$ cat src/rtl/qam16_pkg.sv
// Shared 16-QAM constants: constellation levels, slicer thresholds and word packing.
package qam16_pkg;

  localparam int SYM_PER_WORD = 32;
  localparam int WORD_W       = 4 * SYM_PER_WORD;
  localparam int CNT_W        = $clog2(SYM_PER_WORD);

  localparam logic signed [10:0] LVL_P3 = 11'sd1023;
  localparam logic signed [10:0] LVL_P1 = 11'sd341;
  localparam logic signed [10:0] LVL_N1 = -11'sd342;
  localparam logic signed [10:0] LVL_N3 = 11'sh400;

  localparam logic signed [10:0] THR_HI = 11'sd682;
  localparam logic signed [10:0] THR_LO = -11'sd683;

  typedef logic [3:0] sym_t;

endpackage

$ cat src/rtl/qam16_slice_axis.sv
// Hard slicer for one axis: sign bit and inner/outer decision.
module qam16_slice_axis
  import qam16_pkg::*;
(
  input  logic [10:0] i_x,
  output logic        o_sign,
  output logic        o_inner
);

  localparam logic signed [10:0] THR_HI_M1 = THR_HI - 11'sd1;

  logic signed [10:0] w_x;

  assign w_x     = $signed(i_x);
  assign o_sign  = i_x[10];
  assign o_inner = (w_x >= THR_LO) && (w_x <= THR_HI_M1);

endmodule

$ cat src/rtl/qam16_demap.sv
// 16-QAM hard demapper: slices (xr, xi) pairs into nibbles and packs 32 per
// 128-bit word, MSB first, handing words to the writer through one output register.
module qam16_demap
  import qam16_pkg::*;
(
  input  logic              CLK,
  input  logic              RST,
  input  logic              ce,
  input  logic              valid_i,
  output logic              ready_o,
  input  logic [10:0]       xr,
  input  logic [10:0]       xi,
  input  logic              flush,
  output logic [WORD_W-1:0] writer_data,
  output logic              writer_en,
  input  logic              writer_full,
  output logic [3:0]        raw,
  output logic              valid_raw,
  output logic [15:0]       words_o
);

  localparam logic [CNT_W-1:0] LAST_IDX = CNT_W'(SYM_PER_WORD - 1);

  logic [CNT_W-1:0]  r_cnt;
  logic [WORD_W-1:0] r_asm;
  logic [WORD_W-1:0] r_out;
  logic              r_out_valid;
  logic              r_flush_pend;
  sym_t              r_raw;
  logic              r_valid_raw;
  logic [15:0]       r_words;

  logic              w_xr_sign, w_xr_inner, w_xi_sign, w_xi_inner;
  sym_t              w_sym;
  logic              w_run;
  logic              w_accept;
  logic              w_wr_en;
  logic              w_can_load;
  logic              w_last;
  logic              w_flush_req;
  logic              w_flush_do;
  logic              w_load;
  logic [WORD_W-1:0] w_asm_next;

  qam16_slice_axis u_slice_xr (.i_x(xr), .o_sign(w_xr_sign), .o_inner(w_xr_inner));
  qam16_slice_axis u_slice_xi (.i_x(xi), .o_sign(w_xi_sign), .o_inner(w_xi_inner));

  assign w_sym = {w_xr_sign, w_xi_sign, w_xr_inner, w_xi_inner};

  // RST is folded in so the handshake outputs read 0 while reset is held
  assign w_run      = ce & RST;
  assign w_wr_en    = w_run & r_out_valid & ~writer_full;
  assign w_can_load = ~r_out_valid | w_wr_en;
  assign ready_o    = w_run & ~r_flush_pend &
                      ((r_cnt != LAST_IDX) | ~r_out_valid | ~writer_full);
  assign w_accept   = valid_i & ready_o;
  assign w_last     = w_accept & (r_cnt == LAST_IDX);

  // A flush only counts when the word would hold at least one symbol
  assign w_flush_req = w_run & (flush | r_flush_pend) & ((r_cnt != '0) | w_accept);
  assign w_flush_do  = w_flush_req & w_can_load;
  assign w_load      = w_last | w_flush_do;

  always_comb begin
    w_asm_next = r_asm;
    if (w_accept) begin
      w_asm_next[WORD_W - 1 - 4 * int'(r_cnt) -: 4] = w_sym;
    end
  end

  always_ff @(posedge CLK or negedge RST) begin
    if (!RST) begin
      r_cnt        <= '0;
      r_asm        <= '0;
      r_out        <= '0;
      r_out_valid  <= 1'b0;
      r_flush_pend <= 1'b0;
      r_raw        <= '0;
      r_valid_raw  <= 1'b0;
      r_words      <= '0;
    end else begin
      r_valid_raw <= w_accept;
      if (w_accept) begin
        r_raw <= w_sym;
      end
      if (w_load) begin
        r_out <= w_asm_next;
        r_asm <= '0;
        r_cnt <= '0;
      end else if (w_accept) begin
        r_asm <= w_asm_next;
        r_cnt <= r_cnt + 1'b1;
      end
      if (w_load) begin
        r_out_valid <= 1'b1;
      end else if (w_wr_en) begin
        r_out_valid <= 1'b0;
      end
      if (w_run) begin
        r_flush_pend <= w_flush_req & ~w_load;
      end
      if (w_wr_en) begin
        r_words <= r_words + 16'd1;
      end
    end
  end

  assign writer_data = r_out;
  assign writer_en   = w_wr_en;
  assign raw         = r_raw;
  assign valid_raw   = r_valid_raw & w_run;
  assign words_o     = r_words;

endmodule

$ cat config.mk
export PLATFORM = sky130hd
export DESIGN_NAME = qam16_demap
export DESIGN_NICKNAME = d
export VERILOG_FILES = /design/src/rtl/qam16_pkg.sv /design/src/rtl/qam16_slice_axis.sv /design/src/rtl/qam16_demap.sv
export SDC_FILE = /design/constraint.sdc
export NUM_CORES = 1
export LEC_CHECK = 0
export BUFFER_PORTS_ARGS = -buffer_cell sky130_fd_sc_hd__buf_2
export CAP_MARGIN = 20
export CORE_MARGIN = 10
export CORE_UTILIZATION = 43
export CTS_CLUSTER_SIZE = 24
export DETAILED_ROUTE_END_ITERATION = 10
export PLACE_DENSITY_LB_ADDON = 0.15
export SLEW_MARGIN = 10
export SYNTH_ARGS = -nofsm -noshare
export SYNTH_HDL_FRONTEND = slang
export SYNTH_SLANG_ARGS = --single-unit
$ cat constraint.sdc
create_clock -name CLK -period 4.2 [get_ports CLK]
set_input_delay 0.21 -clock CLK [delete_from_list [all_inputs] [get_ports CLK]]
set_output_delay 0.21 -clock CLK [all_outputs]
set_load 0.03 [all_outputs]
# Word-level counts from Yosys, hierarchy flattened
# Index checks and enable logic that the tools add are counted.
# word_totals
wordCells	55
regBits	284
# op_classes
bitwise_logic	22
addsub	4
magnitude_cmp	4
reduce_logical	5
n_eq_ne	2
n_shift	2
mux	8
# op_table
cell	n
$mux 128	3
$shift 4x33->131 const A	1
$shiftx 4x33->131	1
$bwmux 128	1
$neg 8->33	1
$ge 11x11->1 const B	2
$le 11x11->1 const B	2
$add 16x1->16 const B	1
$and 1x1->1	12
$mux 5	2
$sub 7x7->8 const A	1
$or 1x1->1	6
$add 5x1->5 const B	1
$eq 5x5->1 const B	1
$ne 5x5->1 const B	1
$reduce_bool 5->1	1
$not 1->1	4
$reduce_bool 2->1	2
$logic_and 1x1->1	2
$mux 1	2

# Longest topological paths before layout
# logic_depth
word_depth	11
depth_mapped	15
mapped_depth_nobuf	9

# Modules after synthesis
# Synthesis repeated with hierarchy kept, for this count alone.
# hier_totals
cells_unflattened	1041
hier_area_um2	13434.1
# modules_own_cells
mod	area_per_inst_um2	n_inst	seq_area_each_um2	cells_per_inst
qam16_demap	13251.5	1	7106.8	1011
qam16_slice_axis	91.3	2	0.0	15

# Worst setup path after synthesis
# OpenSTA, ideal clock, no wires.
# synth_path
kind	register to register
startpoint	register r_cnt[2]
endpoint	register r_asm[64]
path_buffers	5
path_stages_with_launch	13
setup_time_ps	134
arrival_ps	2680
setup_slack_ps	1386
cell_sequence	dfrtp_1 > buf_2 > buf_2 > buf_2 > and3_1 > ha_1 > and3_1 > buf_2 > buf_2 > nor3_1 > nor2_1 > o21ai_0 > o21ai_0
# synth_via
elab_chain_len	10
# synth_rtl
element	line	rtl
start, declared	qam16_demap.sv:24	logic [CNT_W-1:0] r_cnt;
start signal, assigned	qam16_demap.sv:92	r_cnt <= r_cnt + 1'b1;
parallel branches: the longest is 10 deep, another holds $neg 8->33	-	
end signal, assigned	qam16_demap.sv:91	r_asm <= w_asm_next;
end, declared	qam16_demap.sv:25	logic [WORD_W-1:0] r_asm;
# Several ways; the timed one is not identified. The select of a mux whose other input is x is not followed.
# A chain may end at the register's enable or synchronous reset.

# Worst setup path after layout
# layout_path
startpoint	register r_cnt[0]
endpoint	register r_out[80], in the netlist writer_data[80]
# layout_via
elab_chain_len	9
# layout_rtl
element	line	rtl
parallel branches: the longest is 9 deep, another holds $neg 8->33	-	
end signal, assigned	qam16_demap.sv:87	r_out <= w_asm_next;
end, declared	qam16_demap.sv:26	logic [WORD_W-1:0] r_out;
# Several ways; the timed one is not identified.

==> flow_summary.toml <==
[global_route]
grtUsageTotal_pct = 21.8
antenna_found_initial = 1
gr-usage-met3_pct = 3.84
grt_pass1_wl_um = 65800
grt_pass1_vias = 10894
grt-ovfl-total = 0
met2_usage_pct = 35.6
grt_max_degree = 80
grt.busiest_layer = "met2"
use_met1_pct = 28.7

[timing]
slew_viol_final = 0
fin_tns_setup_ns = 0
setup-violations-final = 0
fmax_ghz = 0.268
rsz0062_at_grt = "no"
relSlewSlack_pct = 27.7
finalCriticalPeriod_ns = 3.73
hold_viol = 0
tightest_slew_ns = 1.08
final.period_utilization_pct = 88.8
setup_ws_ns = 0.469
finClkSkew_ns = 0.0121

[detailed_routing]
num_vias = 11030
antenna_left = 0
drc_errors = 0
wirelength_um = 42400
drtPass1Iterations = 5
drt_iter0_drc = 1138
wl_per_cell_um = 22.2
via_per_inst = 5.79

[worst_setup_path]
rr_startpoint = "r_cnt[0]$_DFFE_PN0P_"
cpMaxStageDelayCell = "nor4_2"
max_stage_delay_ns = 1.03
critical_path_arrival_ns = 4.19
reg2reg_to = "writer_data[80]$_DFFE_PN0N_"
crit_type = "reg -> reg"
start_kind = "register"
cp_max_fo = 23
rrSetupSlack_ns = 0.47
reg2reg_depth = 8
cp-end-kind = "register"
crit_path_cell_trace = "ha_1 -> and3_1 -> ha_1 -> and3_1 -> nor4_2 -> nor3b_1 -> a31oi_1 -> a21oi_1"
worstPathRequired_ns = 4.66

[placed_design]
place_inst = 1852
pre_cts_slack_ns = 0.597
port_buffers = 178
placed_area_sq_um = 14200
hpwl_um = 30700
gp_congestion = 0.977

[outcome]
status = "finished, final reports clean"

[yosys]
yosysWarnings = 0
ys.flop_type = "dfrtp_1"
syn_inst = 1342
synth.avg_cell_area_sq_um = 9.62
synth_top_area_share_pct = 55.0
ys_ff_latch = 284
synth_area_sq_um = 12900
synth_enable_flop_cells = 0
synth.distinct_cells = 62
yosysSeqAreaShare_pct = 55.0
async_flop_share_pct = 100
synth_area_leaders = "dfrtp_1, nor2_1, o21ai_0"
synth_top_cell_by_area = "dfrtp_1"
synth.net_count = 1378

[cells_and_area]
multi_input_area_sq_um = 5340
most-common-layout-cells = "dfrtp_1, nor2_1, buf_2"
mostFrequentLayoutCell = "dfrtp_1"
n_fill_cell = 2851
final_area_sq_um = 15100
fin_nets = 1531
drive_gt1_share_pct = 18.5
n_antenna_cell = 0
stdcell_count = 1905
syn_to_final_growth_pct = 17.3
seq_area_sq_um = 7110

[pwr]
p_int_uw = 5420
clkPwrFrac_pct = 30.5
peakVddDrop_mv = 0.438
p_sw_uw = 3210
power_leakage_uw = 0.00699
power_density_nw_per_um2 = 570
combPwrFrac_pct = 29.0
pwr-share-seq_pct = 40.6
swShare_pct = 37.2

[clock_tree]
cts_buffer_depth = 3
cts_resized = 0
cts-buffers-inserted = 29
cts_sinks = 284
cts_hold_buf = 2
cts-root-buf = "clkbuf_16"
cts_tree = "done"
htreeDepth = 1
clk_pin_slew_ns = 0.06
clock_latency_ns = 0.54
cts_setup_buffers = 0

[min_path]
min_path_cells = 3
worstHoldEndpoint = "raw[2]$_DFFE_PN0P_"
hp-start = "xi[10]"
min_path_type = "in -> reg"

[floorplanning]
design.core.area_sq_um = 29600
fp.dieW_um = 193
die_area_sq_um = 37400
floorplan.initialDensity_pct = 43.6
rows = 63
ios = 179
fp.dieH_um = 193

[run]
cap_violations = 0
==> routing by layer <==
| layer | wire length, um | up-vias | part of all wire (%) |
|---|---|---|---|
| li1 | - | 5110 | - |
| met2 | 20200 | 420 | 48 |
| met4 | 1360 | 2 | 3.2 |
| met3 | 2910 | 80 | 6.9 |
| met1 | 17900 | 5418 | 42 |
| met5 | 15 | - | 0.035 |
==> layout make-up <==
type / instances / area share [%]
Clock buffer: 41 / 5.29
Timing Repair Buffer: 219 / 8.10
Clock inverter: 10 / 1.03
Sequential cell: 284 / 46.9
Inverter: 7 / 0.173
Multi-Input combinational cell: 954 / 35.3
Tap cell: 390 / 3.22
==> power groups by stage <==
stage	clock, uW	sequential [uW]	combinational (uW)
floorplan	0	4260	861
global placement	0	3550	2480
detailed placement	0	3540	2520
CTS	2670	3500	2530
global route	2790	3560	2700
finish	2630	3500	2500
==> how the worst max path moves through the flow <==
stage                     cells past startpoint                 start                          end
final                                         8  r_cnt[0]$_DFFE_PN0P_  writer_data[80]$_DFFE_PN0N_
after global routing                          8  r_cnt[0]$_DFFE_PN0P_  writer_data[80]$_DFFE_PN0N_
after CTS                                     8  r_cnt[0]$_DFFE_PN0P_  writer_data[80]$_DFFE_PN0N_
after detailed placement                      8  r_cnt[0]$_DFFE_PN0P_  writer_data[80]$_DFFE_PN0N_
after global placement                        8  r_cnt[0]$_DFFE_PN0P_  writer_data[80]$_DFFE_PN0N_
after floorplan                              12  r_cnt[2]$_DFFE_PN0P_        r_asm[64]$_DFFE_PN0P_
==> flip-flops by register name, indices dropped and copies added (netlist names) <==
| name | count |
|---|---|
| r_out_valid | 1 |
| writer_data | 128 |
| r_cnt | 5 |
| r_valid_raw | 1 |
| raw | 4 |
| r_asm | 128 |
| words_o | 16 |
| r_flush_pend | 1 |
==> cell usage after synthesis (28+ instances only) <==
| cell | count |
|---|---|
| o21ai_0 | 138 |
| clkbuf_1 | 44 |
| nor3_1 | 28 |
| nand3_1 | 40 |
| buf_2 | 45 |
| a21oi_1 | 74 |
| mux2i_1 | 43 |
| nor2_1 | 184 |
| a31oi_1 | 50 |
| nand4_1 | 40 |
| dfrtp_1 | 284 |
| nand2_1 | 162 |
==> critical path, delay by kind of cell (launching register included) <==
family / cells / cell delay (ns)
flip-flops: 1 / 0.58
AO/OA/AOI/OAI: 2 / 0.37
AND/OR/NAND/NOR: 4 / 2.10
adder cells (fa/ha/maj): 2 / 0.62
==> logic make-up (layout without fill, tap and decap cells) <==
logic type,count (synthesis),after routing,share of synthesized area [%]
and+or+nand+nor,549,549,20.6
AOI/OAI and AO/OA,336,336,15.2
DFF,284,284,55.0
buffers and inverters,104,277,3.78
muxes,46,46,3.60
xor gates and xnor gates,15,15,1.02
adders and majority gates,8,8,0.775
==> through the flow <==
stage	total power [uW]	hold WS, ns	utilization, %
floorplan	5120	-0.0856	-
global placement	6030	0.0411	47.8
detailed placement	6060	0.0390	47.8
CTS	8700	0.000640	51.1
global route	9040	0.0464	51.1
finish	8630	0.0127	51.1
Power figures use the tool's default switching activity.
